File: config.mk
export PLATFORM = sky130hd
export DESIGN_NAME = warp_scheduler_flat
export DESIGN_NICKNAME = d
export VERILOG_FILES = /design/src/rtl/warp_scheduler_if.sv /design/src/rtl/warp_scheduler.sv /design/src/flat_wrapper.sv
export SDC_FILE = /design/constraint.sdc
export NUM_CORES = 1
export LEC_CHECK = 0
export ABC_CLOCK_PERIOD_IN_PS = 17400
export BUFFER_PORTS_ARGS = -buffer_cell sky130_fd_sc_hd__buf_2
export CORE_UTILIZATION = 62
export CTS_BUF_LIST = sky130_fd_sc_hd__clkbuf_8 sky130_fd_sc_hd__clkbuf_16
export DETAILED_ROUTE_END_ITERATION = 8
export GPL_TIMING_DRIVEN = 0
export PLACE_DENSITY_LB_ADDON = 0.3
export SYNTH_ARGS = -nofsm -noshare
export SYNTH_HDL_FRONTEND = slang
export SYNTH_SLANG_ARGS = --single-unit
File: constraint.sdc
create_clock -name clk -period 17.4 [get_ports clk]
set_input_delay 0.87 -clock clk [delete_from_list [all_inputs] [get_ports clk]]
set_output_delay 0.87 -clock clk [all_outputs]
set_load 0.02 [all_outputs]
File: src/rtl/warp_scheduler_if.sv
// Bundle between the core launch/fetch/LSU side and the warp scheduler.
// The master drives launch and per-instruction status; the scheduler (slave) drives sequencing.
interface warp_scheduler_if #(
    parameter int T = 4,
    parameter int A = 8
);
    localparam int CW = $clog2(T) + 1;

    logic          start;
    logic [CW-1:0] thread_count;
    logic          fetcher_done;
    logic [T-1:0]  lsu_busy;
    logic          decoded_ret;
    logic [T*A-1:0] next_pc;
    logic [2:0]    core_state;
    logic [A-1:0]  current_pc;
    logic [T-1:0]  thread_enable;
    logic          done;

    modport master (
        output start, thread_count, fetcher_done, lsu_busy, decoded_ret, next_pc,
        input  core_state, current_pc, thread_enable, done
    );

    modport slave (
        input  start, thread_count, fetcher_done, lsu_busy, decoded_ret, next_pc,
        output core_state, current_pc, thread_enable, done
    );
endinterface

File: src/rtl/warp_scheduler.sv
// Per-core instruction sequencer: walks FETCH..UPDATE, masks threads by PC match,
// reconverges diverged threads at the minimum active PC and retires threads on RET.
module warp_scheduler #(
    parameter int THREADS_PER_BLOCK     = 4,
    parameter int PROGRAM_MEM_ADDR_BITS = 8
) (
    input  logic             clk,
    input  logic             reset,
    warp_scheduler_if.slave  bus
);
    localparam int T  = THREADS_PER_BLOCK;
    localparam int A  = PROGRAM_MEM_ADDR_BITS;
    localparam int CW = $clog2(T) + 1;

    typedef enum logic [2:0] {
        S_IDLE    = 3'b000,
        S_FETCH   = 3'b001,
        S_DECODE  = 3'b010,
        S_REQUEST = 3'b011,
        S_WAIT    = 3'b100,
        S_EXECUTE = 3'b101,
        S_UPDATE  = 3'b110,
        S_DONE    = 3'b111
    } state_t;

    state_t         r_state, w_state_next;
    logic [A-1:0]   r_current_pc, w_current_pc_next;
    logic [T-1:0]   r_active, w_active_next;
    logic [A-1:0]   r_thread_pc      [T];
    logic [A-1:0]   w_thread_pc_next [T];
    logic           r_done, w_done_next;

    logic [T-1:0]   w_enable;
    logic [T-1:0]   w_launch_mask;
    logic [T-1:0]   w_upd_active;
    logic [A-1:0]   w_upd_pc [T];
    logic [A-1:0]   w_min_pc;
    logic           w_any_active;
    logic [CW-1:0]  w_count;

    assign w_count = (bus.thread_count > CW'(T)) ? CW'(T) : bus.thread_count;

    // Per-thread view of what UPDATE would commit; only enabled threads are touched.
    generate
        for (genvar gi = 0; gi < T; gi++) begin : g_thread
            assign w_enable[gi]      = r_active[gi] & (r_thread_pc[gi] == r_current_pc);
            assign w_launch_mask[gi] = (w_count > CW'(gi));
            assign w_upd_active[gi]  = (w_enable[gi] && bus.decoded_ret) ? 1'b0 : r_active[gi];
            assign w_upd_pc[gi]      = (w_enable[gi] && !bus.decoded_ret)
                                       ? bus.next_pc[gi*A +: A] : r_thread_pc[gi];
        end
    endgenerate

    // Reconvergence point: smallest PC among threads still alive after this UPDATE.
    always_comb begin
        w_min_pc     = '1;
        w_any_active = 1'b0;
        for (int i = 0; i < T; i++) begin
            if (w_upd_active[i] && (!w_any_active || (w_upd_pc[i] < w_min_pc))) begin
                w_min_pc     = w_upd_pc[i];
                w_any_active = 1'b1;
            end
        end
    end

    always_comb begin
        w_state_next      = r_state;
        w_current_pc_next = r_current_pc;
        w_active_next     = r_active;
        w_done_next       = r_done;
        for (int i = 0; i < T; i++) w_thread_pc_next[i] = r_thread_pc[i];

        case (r_state)
            S_IDLE, S_DONE: begin
                if (bus.start) begin
                    w_active_next     = w_launch_mask;
                    w_current_pc_next = '0;
                    for (int i = 0; i < T; i++) w_thread_pc_next[i] = '0;
                    if (w_count == '0) begin
                        w_state_next = S_DONE;
                        w_done_next  = 1'b1;
                    end else begin
                        w_state_next = S_FETCH;
                        w_done_next  = 1'b0;
                    end
                end
            end
            S_FETCH:   if (bus.fetcher_done) w_state_next = S_DECODE;
            S_DECODE:  w_state_next = S_REQUEST;
            S_REQUEST: w_state_next = S_WAIT;
            S_WAIT:    if (!(|(bus.lsu_busy & w_enable))) w_state_next = S_EXECUTE;
            S_EXECUTE: w_state_next = S_UPDATE;
            S_UPDATE: begin
                w_active_next = w_upd_active;
                for (int i = 0; i < T; i++) w_thread_pc_next[i] = w_upd_pc[i];
                if (w_any_active) begin
                    w_current_pc_next = w_min_pc;
                    w_state_next      = S_FETCH;
                end else begin
                    w_state_next = S_DONE;
                    w_done_next  = 1'b1;
                end
            end
            default:   w_state_next = S_IDLE;
        endcase
    end

    always_ff @(posedge clk or negedge reset) begin
        if (!reset) begin
            r_state      <= S_IDLE;
            r_current_pc <= '0;
            r_active     <= '0;
            r_done       <= 1'b0;
            for (int i = 0; i < T; i++) r_thread_pc[i] <= '0;
        end else begin
            r_state      <= w_state_next;
            r_current_pc <= w_current_pc_next;
            r_active     <= w_active_next;
            r_done       <= w_done_next;
            for (int i = 0; i < T; i++) r_thread_pc[i] <= w_thread_pc_next[i];
        end
    end

    assign bus.core_state    = r_state;
    assign bus.current_pc    = r_current_pc;
    assign bus.thread_enable = w_enable;
    assign bus.done          = r_done;
endmodule

File: src/flat_wrapper.sv
// flat-port wrapper written by rule: the top's interface ports become plain ports
module warp_scheduler_flat 
#(
    parameter int THREADS_PER_BLOCK     = 4,
    parameter int PROGRAM_MEM_ADDR_BITS = 8
)
  (clk, reset, bus_start, bus_thread_count, bus_fetcher_done, bus_lsu_busy, bus_decoded_ret, bus_next_pc, bus_core_state, bus_current_pc, bus_thread_enable, bus_done);
  warp_scheduler_if #(.T((4)), .A((8))) bus_i ();
  input  logic clk;
  input  logic reset;
  input wire logic [$bits(bus_i.start)-1:0] bus_start;
  input wire logic [$bits(bus_i.thread_count)-1:0] bus_thread_count;
  input wire logic [$bits(bus_i.fetcher_done)-1:0] bus_fetcher_done;
  input wire logic [$bits(bus_i.lsu_busy)-1:0] bus_lsu_busy;
  input wire logic [$bits(bus_i.decoded_ret)-1:0] bus_decoded_ret;
  input wire logic [$bits(bus_i.next_pc)-1:0] bus_next_pc;
  output wire logic [$bits(bus_i.core_state)-1:0] bus_core_state;
  output wire logic [$bits(bus_i.current_pc)-1:0] bus_current_pc;
  output wire logic [$bits(bus_i.thread_enable)-1:0] bus_thread_enable;
  output wire logic [$bits(bus_i.done)-1:0] bus_done;
  assign bus_i.start = bus_start;
  assign bus_i.thread_count = bus_thread_count;
  assign bus_i.fetcher_done = bus_fetcher_done;
  assign bus_i.lsu_busy = bus_lsu_busy;
  assign bus_i.decoded_ret = bus_decoded_ret;
  assign bus_i.next_pc = bus_next_pc;
  assign bus_core_state = bus_i.core_state;
  assign bus_current_pc = bus_i.current_pc;
  assign bus_thread_enable = bus_i.thread_enable;
  assign bus_done = bus_i.done;
  warp_scheduler #(.THREADS_PER_BLOCK(THREADS_PER_BLOCK), .PROGRAM_MEM_ADDR_BITS(PROGRAM_MEM_ADDR_BITS)) u_core (.clk(clk), .reset(reset), .bus(bus_i));
endmodule
# Word level (Yosys, flattened, before mapping)
# Cells that the tools add are included.
[word_totals]
ff_bits = 48
word_cells = 98
output_inout_bits = 16
[classes]
n_eq_ne = 16
reduce_logical = 27
mux = 34
bitwise = 5
order_cmp = 8
[op_table]
columns = ["op", "count"]
rows = [
  ["$mux W8", 10],
  ["$pmux W32 S2", 1],
  ["$eq A8 B8 Y1", 4],
  ["$mux W32", 1],
  ["$lt A8 B8 Y1", 3],
  ["$pmux W3 S7", 1],
  ["$mux W3", 6],
  ["$pmux W8 S2", 1],
  ["$eq A3 B3 Y1 const B", 4],
  ["$logic_and A1 B1 Y1", 11],
  ["$mux W1", 11],
  ["$reduce_and A3 Y1", 3],
  ["$ne A2 B2 Y1 const B", 4],
  ["$pmux W4 S2", 1],
  ["$eq A3 B2 Y1 const B", 2],
  ["$gt A3 B1 Y1 const B", 2],
  ["$gt A3 B2 Y1 const B", 2],
  ["$logic_not A3 Y1", 2],
  ["$and A1 B1 Y1", 4],
  ["$and A4 B4 Y4", 1],
  ["$logic_not A1 Y1", 4],
  ["$mux W4", 1],
  ["$reduce_or A4 Y1", 1],
  ["$eq A3 B1 Y1 const B", 1],
  ["7 further kinds", 9],
]

# Depth between registers and ports, before layout
[logic_depth]
ltp_word = 19
ltp_mapped = 38
ltp_nobuf = 36

# Least setup slack after synthesis
# OpenSTA, ideal clock, no wires.
[synth_path]
kind = "flip-flop to flip-flop"
startpoint = "reg u_core.r_current_pc[5] (netlist: u_core.bus.current_pc[5])"
endpoint = "reg u_core.r_current_pc[1] (netlist: u_core.bus.current_pc[1])"
n_path_buf = 4
path_slack_ps = 10535
arrival_ps = 6737
stages_incl_launch_ff = 37
required_time_ps = 17271
synth_period_minus_slack_ps = 6865
cell_sequence = "dfrtp_1 buf_6 xor2_1 nor3_2 and4bb_4 nor2b_1 buf_2 mux2_2 ha_1 a211oi_1 nand2_1 o22a_1 a221oi_2 a41oi_2 clkbuf_1 nand3_1 o21a_1 inv_1 ha_1 a21oi_1 o21ai_0 nor4_1 mux2i_1 o21ai_2 mux2i_1 ha_1 a21o_1 a21oi_1 nor2_1 nor2_1 nand2_1 o21bai_1 o41ai_2 or3b_1 buf_6 a32oi_1 o21ai_1"
[synth_between]
elab_chain_len = 19
elab_cells_between_ends = 48
classes_between = "3 x order compare; 5 x eq/ne; 18 x mux; 4 x bitwise; 18 x reduce/logical"
[synth_rtl]
columns = ["element", "line_no", "rtl"]
rows = [
  ["start: declaration", "warp_scheduler.sv:27", "logic [A-1:0] r_current_pc, w_current_pc_next;"],
  ["start signal: assignment", "warp_scheduler.sv:117", "r_current_pc <= w_current_pc_next;"],
  ["$eq A8 B8 Y1", "warp_scheduler.sv:46", "assign w_enable[gi] = r_active[gi] & (r_thread_pc[gi] == r_current_pc);"],
  ["$and A1 B1 Y1", "warp_scheduler.sv:46", ""],
  ["$logic_and A1 B1 Y1 (on tied branches)", "warp_scheduler.sv:49, warp_scheduler.sv:48", ""],
  ["$mux W8 or $mux W1 (tied branches)", "warp_scheduler.sv:50, warp_scheduler.sv:48", ""],
  ["$mux W8 or $mux W1 (tied branches)", "warp_scheduler.sv:59", "if (w_upd_active[i] && (!w_any_active || (w_upd_pc[i] < w_min_pc))) begin"],
  ["$lt A8 B8 Y1 or $logic_not A1 Y1 (tied branches)", "warp_scheduler.sv:59", ""],
  ["$logic_or A1 B1 Y1", "warp_scheduler.sv:59", ""],
  ["$logic_and A1 B1 Y1", "warp_scheduler.sv:59", ""],
  ["[... 3 more ...]", "-", ""],
  ["$logic_and A1 B1 Y1", "warp_scheduler.sv:59", ""],
  ["$mux W8 or $mux W1 (tied branches)", "warp_scheduler.sv:59", ""],
  ["$lt A8 B8 Y1 or $logic_not A1 Y1 (tied branches)", "warp_scheduler.sv:59", ""],
  ["$logic_or A1 B1 Y1", "warp_scheduler.sv:59", ""],
  ["$logic_and A1 B1 Y1", "warp_scheduler.sv:59", ""],
  ["$mux W8 or $mux W1 (tied branches)", "warp_scheduler.sv:59", ""],
  ["$mux W8 or $ne A2 B1 Y1 (tied branches)", "-", ""],
  ["$pmux W8 S2 or $reduce_and A3 Y1 (tied branches)", "-", ""],
]
# Several ways; a longest one is shown, not always the timed one. The select of a mux whose other input is x is not followed.
# A chain may end at the register's enable or synchronous reset.

# Worst setup path in the final report
[layout_path]
startpoint = "reg u_core.r_current_pc[2] (netlist: u_core.bus.current_pc[2])"
endpoint = "reg u_core.r_current_pc[2] (netlist: u_core.bus.current_pc[2])"
# The elaborated chain is that of the path after synthesis.

==> impl_metrics.toml <==
[timing]
hold_viol_final = 0
fmax_mhz = 121
skew_ps = 5.71
finalCriticalPeriod_ps = 8240
maxSlewViolCount = 0
tightest_slew_ps = 1130
fin_crit_sh_pct = 47.3
maxSlewHeadroom_pct = 24.8
postLayoutSetupSlackWorst_ps = 9160
setup_tns_ps = 0
setup_violations = 0
rsz0062_at_grt = "false"

[yosys]
syn_avg_cell_area_um2 = 9.51
yosys_warnings = 0
async_flop_share_pct = 100
synthCells = 406
ys_ff_latch = 48
ys_seq_area_share_pct = 31.1
syn_area_um2 = 3860
synth_edf_count = 0
synth_ff_type = "dfrtp_1"
ys_types = 63
synthesis.nets = 471

[clock_tree]
cts_sinks = 48
clock_latency_ps = 310
root_buffer = "clkbuf_8"
post-cts-setup-buffers = 0
cts_tree = "done"
post_cts_resized = 0
numCtsBuffers = 5
cts-htree-levels = 2
postCtsHoldBufs = 0
clkTransAtPathRegs_ps = 100
cts_max_path_buffers = 2

[setup_path]
startpoint_type = "flip-flop"
reg2regPathDepth = 35
worstReg2RegStart = "u_core.bus.current_pc[2]"
cp-end-kind = "flip-flop"
cp_data_required_time_ps = 17580
crit_type = "flip-flop to flip-flop"
cpMostUsedCell = "nor2_1"
critPathMaxStageDelay_ps = 480
critical-path-slowest-cell = "o21ai_2"
timing.rr.end = "u_core.bus.current_pc[2]"
worstPathMaxFanout = 10
cp_data_arrival_time_ps = 8420
r2r_slack_ps = 9160

[cells_and_area]
fillers = 441
final_area_um2 = 4340
finalNetCount = 537
multiInputGateArea_um2 = 2470
drive_above_1_share_pct = 24.1
seq_area_um2 = 1200
syn2layout_area_growth_pct = 12.5
diodes = 0

[min_path]
min_path_type = "flip-flop to flip-flop"
whs_endpoint = "u_core.bus.done"
min_from = "u_core.bus.done"
hold_path_depth = 1

[floorplanning]
core_um2 = 5960
die_area_um2 = 6550
start_util_pct = 64.9
chipHeight_um = 80.9
rows = 28
io_pins = 60
die_w_um = 80.9

[routing]
drt_iter0_drc = 410
vias_per_cell = 6.54
wl_met2_um = 4920
firstDrtPassIters = 5
wl_um = 10300
dr_wl_met3_um = 971
wl_per_cell_um = 18.8
via_count = 3586
m1WireLength_um = 4260
drc_errors = 0
ant_nets = 0
top_layer = "met4"

[grt]
antenna_found_initial = 0
grt_pass1_wl_um = 16400
grt_usage_pct = 33.3
grt_max_degree = 49
grt_overflow = 0
grt_pass1_vias = 3372

[placement]
post-place-ws_ps = 9430
gp_congestion = 0.886
port_buffers = 59
postPlaceCellArea_um2 = 4250
place_hpwl_um = 7980

[run]
max-cap-violations = 0

[outcome]
status = "complete, no violations"
flip-flops by register name, indices dropped and copies added (netlist names):
register and flops:
u_core.bus.done 1, u_core.bus.current_pc 8, u_core.r_thread_pc 32, u_core.r_active 4
u_core.bus.core_state 3
stage by stage:
| stage | util [%] | hold slack [ps] | cells |
|---|---|---|---|
| CTS | 72.9 | 496 | 548 |
| global route | 72.9 | 533 | 548 |
| global placement | 71.4 | 468 | 540 |
| detailed placement | 71.4 | 476 | 540 |
| floorplan | - | 471 | 406 |
| finish | 72.9 | 494 | 548 |
worst max-delay path by stage:
stage / cells after the start / from / endpoint / slack [ps]
2_1_floorplan: 36 / u_core.bus.current_pc[5] / u_core.bus.current_pc[1] / 10530
3_3_place_gp: 33 / bus_decoded_ret / u_core.bus.current_pc[2] / 9700
3_5_place_dp: 35 / u_core.bus.current_pc[2] / u_core.bus.current_pc[3] / 9430
4_1_cts: 35 / u_core.bus.current_pc[2] / u_core.bus.current_pc[2] / 9380
5_1_grt: 35 / u_core.bus.current_pc[2] / u_core.bus.current_pc[3] / 8470
6_report: 35 / u_core.bus.current_pc[2] / u_core.bus.current_pc[2] / 9160
critical path, delay by kind of cell, from the launching register on:
| kind | cells | cell delay [ps] |
|---|---|---|
| AOI/OAI and AO/OA | 12 | 2840 |
| xor gates and xnor gates | 1 | 280 |
| adders and majority gates | 3 | 810 |
| buffers and inverters | 3 | 470 |
| DFF | 1 | 400 |
| muxes | 3 | 800 |
| and+or+nand+nor | 13 | 2500 |
cell usage after synthesis, types with 13 or more instances:
cell	number	area [um^2]
mux2i_1	19	190
nand3_1	14	70.1
o21ai_0	18	90.1
a22o_1	29	254
dfrtp_1	48	1200
ha_1	21	263
a21oi_1	20	100
mux2_2	16	180
nand2_1	30	113
xnor2_1	24	210
nor2_1	14	52.6
inv_1	13	48.8
cells in the final DEF (no fill, tap or decap), types with 6 or more instances in the layout:
cell	n
o21ai_1	9
mux2_1	7
a21oi_1	20
mux2_2	16
a22o_1	29
buf_2	63
and2_1	8
buf_6	6
nand2_1	30
o21ai_0	18
nand2b_1	7
mux2i_1	19
nand3_1	14
nor3_1	7
a32oi_1	8
o21a_1	6
clkbuf_8	6
clkbuf_1	11
nor2_1	14
xnor2_1	24
ha_1	21
dfrtp_1	48
inv_1	13
cell type report:
cell class              instances  area share (%)
repair buffers                 59            6.80
clock inverters                 2           0.230
flip-flops and latches         48            27.6
multi-input cells             322            56.9
plain buffers                  22            3.14
well taps                      75            2.16
inverters                      14            1.21
clock buffers                   6            1.90
cells by family (layout without fill, tap and decap cells):
group | Yosys count | after routing | synth area share [%]
AO/OA/AOI/OAI | 120 | 120 | 22.7
XOR/XNOR | 29 | 29 | 6.58
adder cells (fa/ha/maj) | 21 | 21 | 6.80
buffers and inverters | 36 | 103 | 4.89
flip-flops | 48 | 48 | 31.1
multiplexers | 42 | 42 | 11.6
AND/OR/NAND/NOR | 110 | 110 | 16.3
layer usage:
layer,GRT usage [%],up-vias
met5,0,-
met4,9.64,0
li1,-,1644
met1,45.1,1712
met3,5.06,18
met2,55.0,212
Power is not shown: default switching activity piles up to over one toggle a cycle in this logic, so the estimate is an artifact.
